$ cat src/rtl/sprite_arbiter.sv
// Sprite arbiter: several on-screen sprite slots share one sprite ROM through a fixed 3-stage pixel pipeline.
// Optional feature: define SPRITE_ARB_OVERLAP_EN to report sprite overlap from the previous frame.
module sprite_arbiter #(
  parameter int NUM_SLOTS = 4,
  parameter int SPR_W     = 20,
  parameter int SPR_H     = 14,
  parameter int ADDR_W    = 9
) (
  input  logic              vga_clk,
  input  logic              reset,
  input  logic [9:0]        DrawX,
  input  logic [9:0]        DrawY,
  input  logic              blank,
  input  logic              frame_start,
  input  logic              upd_valid,
  output logic              upd_ready,
  input  logic [1:0]        upd_slot,
  input  logic [9:0]        upd_x,
  input  logic [9:0]        upd_y,
  input  logic              upd_active,
  output logic [ADDR_W-1:0] rom_address,
  input  logic [7:0]        rom_q,
  output logic              pix_valid,
  output logic [7:0]        pix_index,
  output logic [1:0]        pix_slot,
  output logic              overlap
);

  logic [9:0]           r_shX   [NUM_SLOTS];
  logic [9:0]           r_shY   [NUM_SLOTS];
  logic [NUM_SLOTS-1:0] r_shAct;
  logic [9:0]           r_actX  [NUM_SLOTS];
  logic [9:0]           r_actY  [NUM_SLOTS];
  logic [NUM_SLOTS-1:0] r_actAct;

  logic                 r_s0Valid;
  logic [9:0]           r_s0X;
  logic [9:0]           r_s0Y;
  logic                 r_s0Blank;
  logic                 r_s1Valid;
  logic                 r_s1Hit;
  logic [1:0]           r_s1Slot;
  logic [ADDR_W-1:0]    r_romAddr;
  logic                 r_s2Valid;
  logic                 r_s2Hit;
  logic [1:0]           r_s2Slot;
  logic                 r_pixValid;
  logic [7:0]           r_pixIndex;
  logic [1:0]           r_pixSlot;

  logic                 w_accept;
  logic [NUM_SLOTS-1:0] w_hitVec;
  logic                 w_anyHit;
  logic [1:0]           w_winSlot;
  logic [9:0]           w_winX;
  logic [9:0]           w_winY;
  logic [9:0]           w_dx;
  logic [9:0]           w_dy;
  logic [ADDR_W-1:0]    w_addr;

  // Updates are refused while the shadow set is being copied, so a copy never races a write.
  assign upd_ready = !reset && !frame_start;
  assign w_accept  = upd_valid && upd_ready;

  always_ff @(posedge vga_clk) begin
    if (reset) begin
      for (int i = 0; i < NUM_SLOTS; i++) begin
        r_shX[i]  <= '0;
        r_shY[i]  <= '0;
        r_actX[i] <= '0;
        r_actY[i] <= '0;
      end
      r_shAct  <= '0;
      r_actAct <= '0;
    end else if (frame_start) begin
      for (int i = 0; i < NUM_SLOTS; i++) begin
        r_actX[i] <= r_shX[i];
        r_actY[i] <= r_shY[i];
      end
      r_actAct <= r_shAct;
    end else if (w_accept) begin
      for (int i = 0; i < NUM_SLOTS; i++) begin
        if (upd_slot == 2'(i)) begin
          r_shX[i]   <= upd_x;
          r_shY[i]   <= upd_y;
          r_shAct[i] <= upd_active;
        end
      end
    end
  end

  // Sprite end coordinates are formed at 11 bits so sprites near the right/bottom edge clip instead of wrapping.
  always_comb begin
    w_hitVec = '0;
    for (int i = 0; i < NUM_SLOTS; i++) begin
      w_hitVec[i] = r_actAct[i] && r_s0Blank
                    && (r_s0X >= r_actX[i])
                    && ({1'b0, r_s0X} < ({1'b0, r_actX[i]} + 11'(SPR_W)))
                    && (r_s0Y >= r_actY[i])
                    && ({1'b0, r_s0Y} < ({1'b0, r_actY[i]} + 11'(SPR_H)));
    end
  end

  // Scanning downwards lets the lowest-numbered hitting slot overwrite any higher one.
  always_comb begin
    w_anyHit  = 1'b0;
    w_winSlot = '0;
    w_winX    = '0;
    w_winY    = '0;
    for (int i = NUM_SLOTS - 1; i >= 0; i--) begin
      if (w_hitVec[i]) begin
        w_anyHit  = 1'b1;
        w_winSlot = 2'(i);
        w_winX    = r_actX[i];
        w_winY    = r_actY[i];
      end
    end
  end

  assign w_dx   = r_s0X - w_winX;
  assign w_dy   = r_s0Y - w_winY;
  assign w_addr = ADDR_W'(w_dy) * ADDR_W'(SPR_W) + ADDR_W'(w_dx);

  // Stage 0 samples the pixel, stage 1 issues the ROM address, stage 2 waits out the ROM, stage 3 presents the pixel.
  always_ff @(posedge vga_clk) begin
    if (reset) begin
      r_s0Valid  <= 1'b0;
      r_s0X      <= '0;
      r_s0Y      <= '0;
      r_s0Blank  <= 1'b0;
      r_s1Valid  <= 1'b0;
      r_s1Hit    <= 1'b0;
      r_s1Slot   <= '0;
      r_romAddr  <= '0;
      r_s2Valid  <= 1'b0;
      r_s2Hit    <= 1'b0;
      r_s2Slot   <= '0;
      r_pixValid <= 1'b0;
      r_pixIndex <= '0;
      r_pixSlot  <= '0;
    end else begin
      r_s0Valid <= 1'b1;
      r_s0X     <= DrawX;
      r_s0Y     <= DrawY;
      r_s0Blank <= blank;

      r_s1Valid <= r_s0Valid;
      r_s1Hit   <= r_s0Valid && w_anyHit;
      r_s1Slot  <= (r_s0Valid && w_anyHit) ? w_winSlot : 2'd0;
      r_romAddr <= (r_s0Valid && w_anyHit) ? w_addr : '0;

      r_s2Valid <= r_s1Valid;
      r_s2Hit   <= r_s1Hit;
      r_s2Slot  <= r_s1Slot;

      if (r_s2Valid && r_s2Hit && (rom_q != 8'd0)) begin
        r_pixValid <= 1'b1;
        r_pixIndex <= rom_q;
        r_pixSlot  <= r_s2Slot;
      end else begin
        r_pixValid <= 1'b0;
        r_pixIndex <= '0;
        r_pixSlot  <= '0;
      end
    end
  end

  assign rom_address = r_romAddr;
  assign pix_valid   = r_pixValid;
  assign pix_index   = r_pixIndex;
  assign pix_slot    = r_pixSlot;

`ifdef SPRITE_ARB_OVERLAP_EN
  logic w_multi;
  logic r_sticky;
  logic r_overlap;

  // Clearing the lowest set bit leaves something only when two or more slots hit.
  assign w_multi = |(w_hitVec & (w_hitVec - NUM_SLOTS'(1)));

  always_ff @(posedge vga_clk) begin
    if (reset) begin
      r_sticky  <= 1'b0;
      r_overlap <= 1'b0;
    end else if (frame_start) begin
      r_overlap <= r_sticky;
      r_sticky  <= 1'b0;
    end else if (r_s0Valid && w_multi) begin
      r_sticky <= 1'b1;
    end
  end

  assign overlap = r_overlap;
`else
  assign overlap = 1'b0;
`endif

endmodule
$ cat config.mk
export PLATFORM = sky130hd
export DESIGN_NAME = sprite_arbiter
export DESIGN_NICKNAME = d
export VERILOG_FILES = /design/src/rtl/sprite_arbiter.sv
export SDC_FILE = /design/constraint.sdc
export NUM_CORES = 1
export LEC_CHECK = 0
export CAP_MARGIN = 20
export CORE_ASPECT_RATIO = 1.5
export CORE_MARGIN = 1
export CORE_UTILIZATION = 61
export CTS_CLUSTER_SIZE = 25
export DETAILED_ROUTE_END_ITERATION = 6
export PLACE_DENSITY = 0.86
export SYNTH_ARGS = -nofsm -noshare
export SYNTH_HDL_FRONTEND = slang
export SYNTH_SLANG_ARGS = --single-unit
export TNS_END_PERCENT = 100
$ cat constraint.sdc
create_clock -name vga_clk -period 9.65 [get_ports vga_clk]
set_input_delay 1.93 -clock vga_clk [delete_from_list [all_inputs] [get_ports vga_clk]]
set_output_delay 1.93 -clock vga_clk [all_outputs]
set_load 0.02 [all_outputs]
==> results.py <==
metrics = {
    "cells_and_area": {
        "area_delta_synth_final_pct": 14.2,
        "finalNonFillerCells": 1591,
        "fill_cells": 1520,
        "nNetsFinal": 1550,
        "layout_commonest_cell": "ha_1",
        "finalCoreUtilization_pct": 71.4,
        "final_cell_area_um2": 15100,
        "layout_common_cells": "ha_1 (178), and2_1 (170), edfxtp_1 (160)",
        "multiInputGateArea_um2": 6720,
        "drive_gt1_share_pct": 4.92,
        "regArea_um2": 5970,
    },
    "clock_network": {
        "htreeDepth": 1,
        "ctsHoldBuffers": 0,
        "clk_pin_slew_ns": 0.06,
        "clkLatencyLatePin_ns": 0.51,
        "cts-root-buf": "clkbuf_16",
        "ctsResizeCount": 0,
        "clk_path_buf_depth": 3,
        "cts_tree": "done",
        "clkSinkCount": 218,
        "cts_setup_buffers": 0,
        "numCtsBuffers": 22,
    },
    "yosys": {
        "synth_xor_xnor_area_share_pct": 4.44,
        "synthMuxAreaShare_pct": 0.303,
        "synthAdderAreaFrac_pct": 18.2,
        "synth_cells": 1224,
        "synth_edf_count": 160,
        "synth_top_family_by_area": "adder cells",
        "yosys.area_share.simple_pct": 16.2,
        "ys_ff_latch": 218,
        "avgSynthCellArea_um2": 10.8,
        "async_flop_share_pct": 0,
        "syn_area_um2": 13200,
        "synth_fp_nets": 1467,
        "ys_seq_area_share_pct": 45.1,
        "synth-main-ff-cell": "edfxtp_1",
        "ys_types": 62,
        "yosys_warnings": 0,
        "synth_compound_gate_area_share_pct": 11.5,
    },
    "setup_path": {
        "required_ns": 10.02,
        "cp_max_fo": 17,
        "end_kind": "register",
        "crit_type": "register to register",
        "startpoint_type": "register",
        "critPathSlowestCell": "a311oi_4",
        "cp_num_buf_inv": 2,
        "crit_path_max_incr_delay_ns": 0.73,
        "cp.arrival_ns": 8.11,
        "cp_top_family": "compound AO/OA/AOI/OAI gates",
    },
    "pwr": {
        "p_seq_share_pct": 46.4,
        "power.leakage_nw": 6.28,
        "power_mw": 2.40,
        "comb_power_share_pct": 16.9,
        "vdd_drop_max_mv": 0.148,
        "switchingPower_mw": 0.631,
        "p_per_area_nw_per_um2": 159,
        "power.internal_mw": 1.77,
        "switching_share_pct": 26.3,
        "p_clk_share_pct": 36.7,
    },
    "sta": {
        "tightestPinTransition_ns": 1.05,
        "rsz0062_at_grt": "false",
        "finClkSkew_ns": 0.0119,
        "drv_slew": 0,
        "setup_viol_count_final": 0,
        "tns_ns": 0,
        "hold_viol_final": 0,
        "slew_headroom_pct": 30.1,
        "fmax_ghz": 0.129,
        "fin_crit_sh_pct": 80.2,
        "fin_crit_ns": 7.74,
    },
    "place": {
        "dpl.cell_count": 1549,
        "routabilityCongestion": 0.977,
        "placed_area_um2": 14300,
        "hpwl_mm": 23.3,
        "port_buffers": 76,
    },
    "grt": {
        "met2_usage_pct": 50.9,
        "busiest_layer": "met2",
        "overflow": 0,
        "grt_pass1_wl_mm": 48.9,
        "use_met3_pct": 3.72,
        "first_global_vias": 9594,
        "antenna_found_initial": 0,
        "grtUsageMet1_pct": 33.7,
        "grt_max_degree": 81,
        "globalRouteTotalUtil_pct": 28.9,
    },
    "route": {
        "wirelength_mm": 31.1,
        "drtPass1Iterations": 5,
        "avgRoutedWirePerCell_um": 19.6,
        "viasPerCell": 5.85,
        "vias": 9315,
        "drt-initial-drc-count": 536,
        "drc": 0,
        "detail-route-antenna-nets": 0,
    },
    "floorplanning": {
        "core_um2": 21100,
        "start_util_pct": 62.5,
        "die_area_um2": 22300,
        "dieWidth_um": 122,
        "fp.dieH_um": 182,
        "std_cell_rows": 65,
        "num_io_pins": 78,
    },
    "hold_path": {
        "hold_class": "register to register",
    },
    "run": {
        "maxCapViolations": 0,
    },
    "status": {
        "status": "complete, no violations",
    },
}
==> worst register-to-register path, delay by kind of cell (launching register included) <==
family                     cells  cell delay [ns]
buffers and inverters          2             0.10
DFF                            1             0.47
xor gates and xnor gates       3             0.53
AOI/OAI and AO/OA             14             2.97
adders and majority gates      8             2.68
and+or+nand+nor                4             0.85
==> stage by stage <==
step / hold WS, ns / setup slack (ns)
after floorplan: 0.406 / 2.92
after global placement: 0.408 / 2.28
after detailed placement: 0.417 / 2.01
after CTS: 0.431 / 1.98
after global routing: 0.460 / 1.20
final: 0.429 / 1.91
==> power groups by stage <==
stage | logic [mW] | registers [mW] | clock network (mW)
after floorplan | 0.288 | 1.11 | 0
after global placement | 0.381 | 1.13 | 0
after detailed placement | 0.400 | 1.13 | 0
after CTS | 0.403 | 1.11 | 0.890
after global routing | 0.459 | 1.12 | 0.928
final | 0.405 | 1.12 | 0.882
==> sequential cells by signal (all words and copies together) (netlist names), 8 cells and up <==
register	cells
r_shX	40
r_s0X	10
r_actX	40
pix_index	8
rom_address	9
r_s0Y	10
r_actY	40
r_shY	40
==> path summary, 6_finish.rpt <==
check        slack [ns]             end  cells after the start    startpoint
max reg2reg        1.91  rom_address[8]                     31  r_actX[3][2]
min                0.43     pix_slot[0]                      1   r_s2Slot[0]
max                1.91  rom_address[8]                     31  r_actX[3][2]
min reg2reg        0.43     pix_slot[0]                      1   r_s2Slot[0]
==> cell type report <==
type | instances | area share [%]
diodes | 1 | 0.0166
clock buffers | 27 | 3.98
clock inverters | 12 | 1.01
inverters | 118 | 2.93
multi-input cells | 858 | 44.5
flip-flops and latches | 218 | 39.5
well taps | 268 | 2.22
repair buffers | 89 | 5.81
==> cell usage after synthesis (18+ instances only) <==
cell type | number | area share [%]
ha_1 | 178 | 17
and2_1 | 170 | 8.0
edfxtp_1 | 160 | 36
inv_1 | 116 | 3.3
xnor2_1 | 59 | 3.9
dfxtp_1 | 58 | 8.8
a21oi_1 | 50 | 1.9
nand2_1 | 45 | 1.3
nor2_1 | 44 | 1.2
o21ai_0 | 36 | 1.4
nor2b_1 | 33 | 1.6
clkbuf_1 | 28 | 0.79
nand3_1 | 26 | 0.98
a21o_1 | 23 | 1.3
a221oi_1 | 18 | 1.2
==> cell families after synthesis <==
kind of cell,after synthesis
mux,4
other cells,1
fa+ha+maj,187
xor+xnor,67
buf+inv,148
compound gates,220
simple gates,379
flops,218
==> routing by layer <==
layer / part of all wire, % / routed length, um
met3: 5.5 / 1710
met1: 39 / 12200
met2: 50 / 15600
met4: 5.1 / 1600
met5: 0 / 0
No activity file was read; power rests on OpenSTA's default activity.
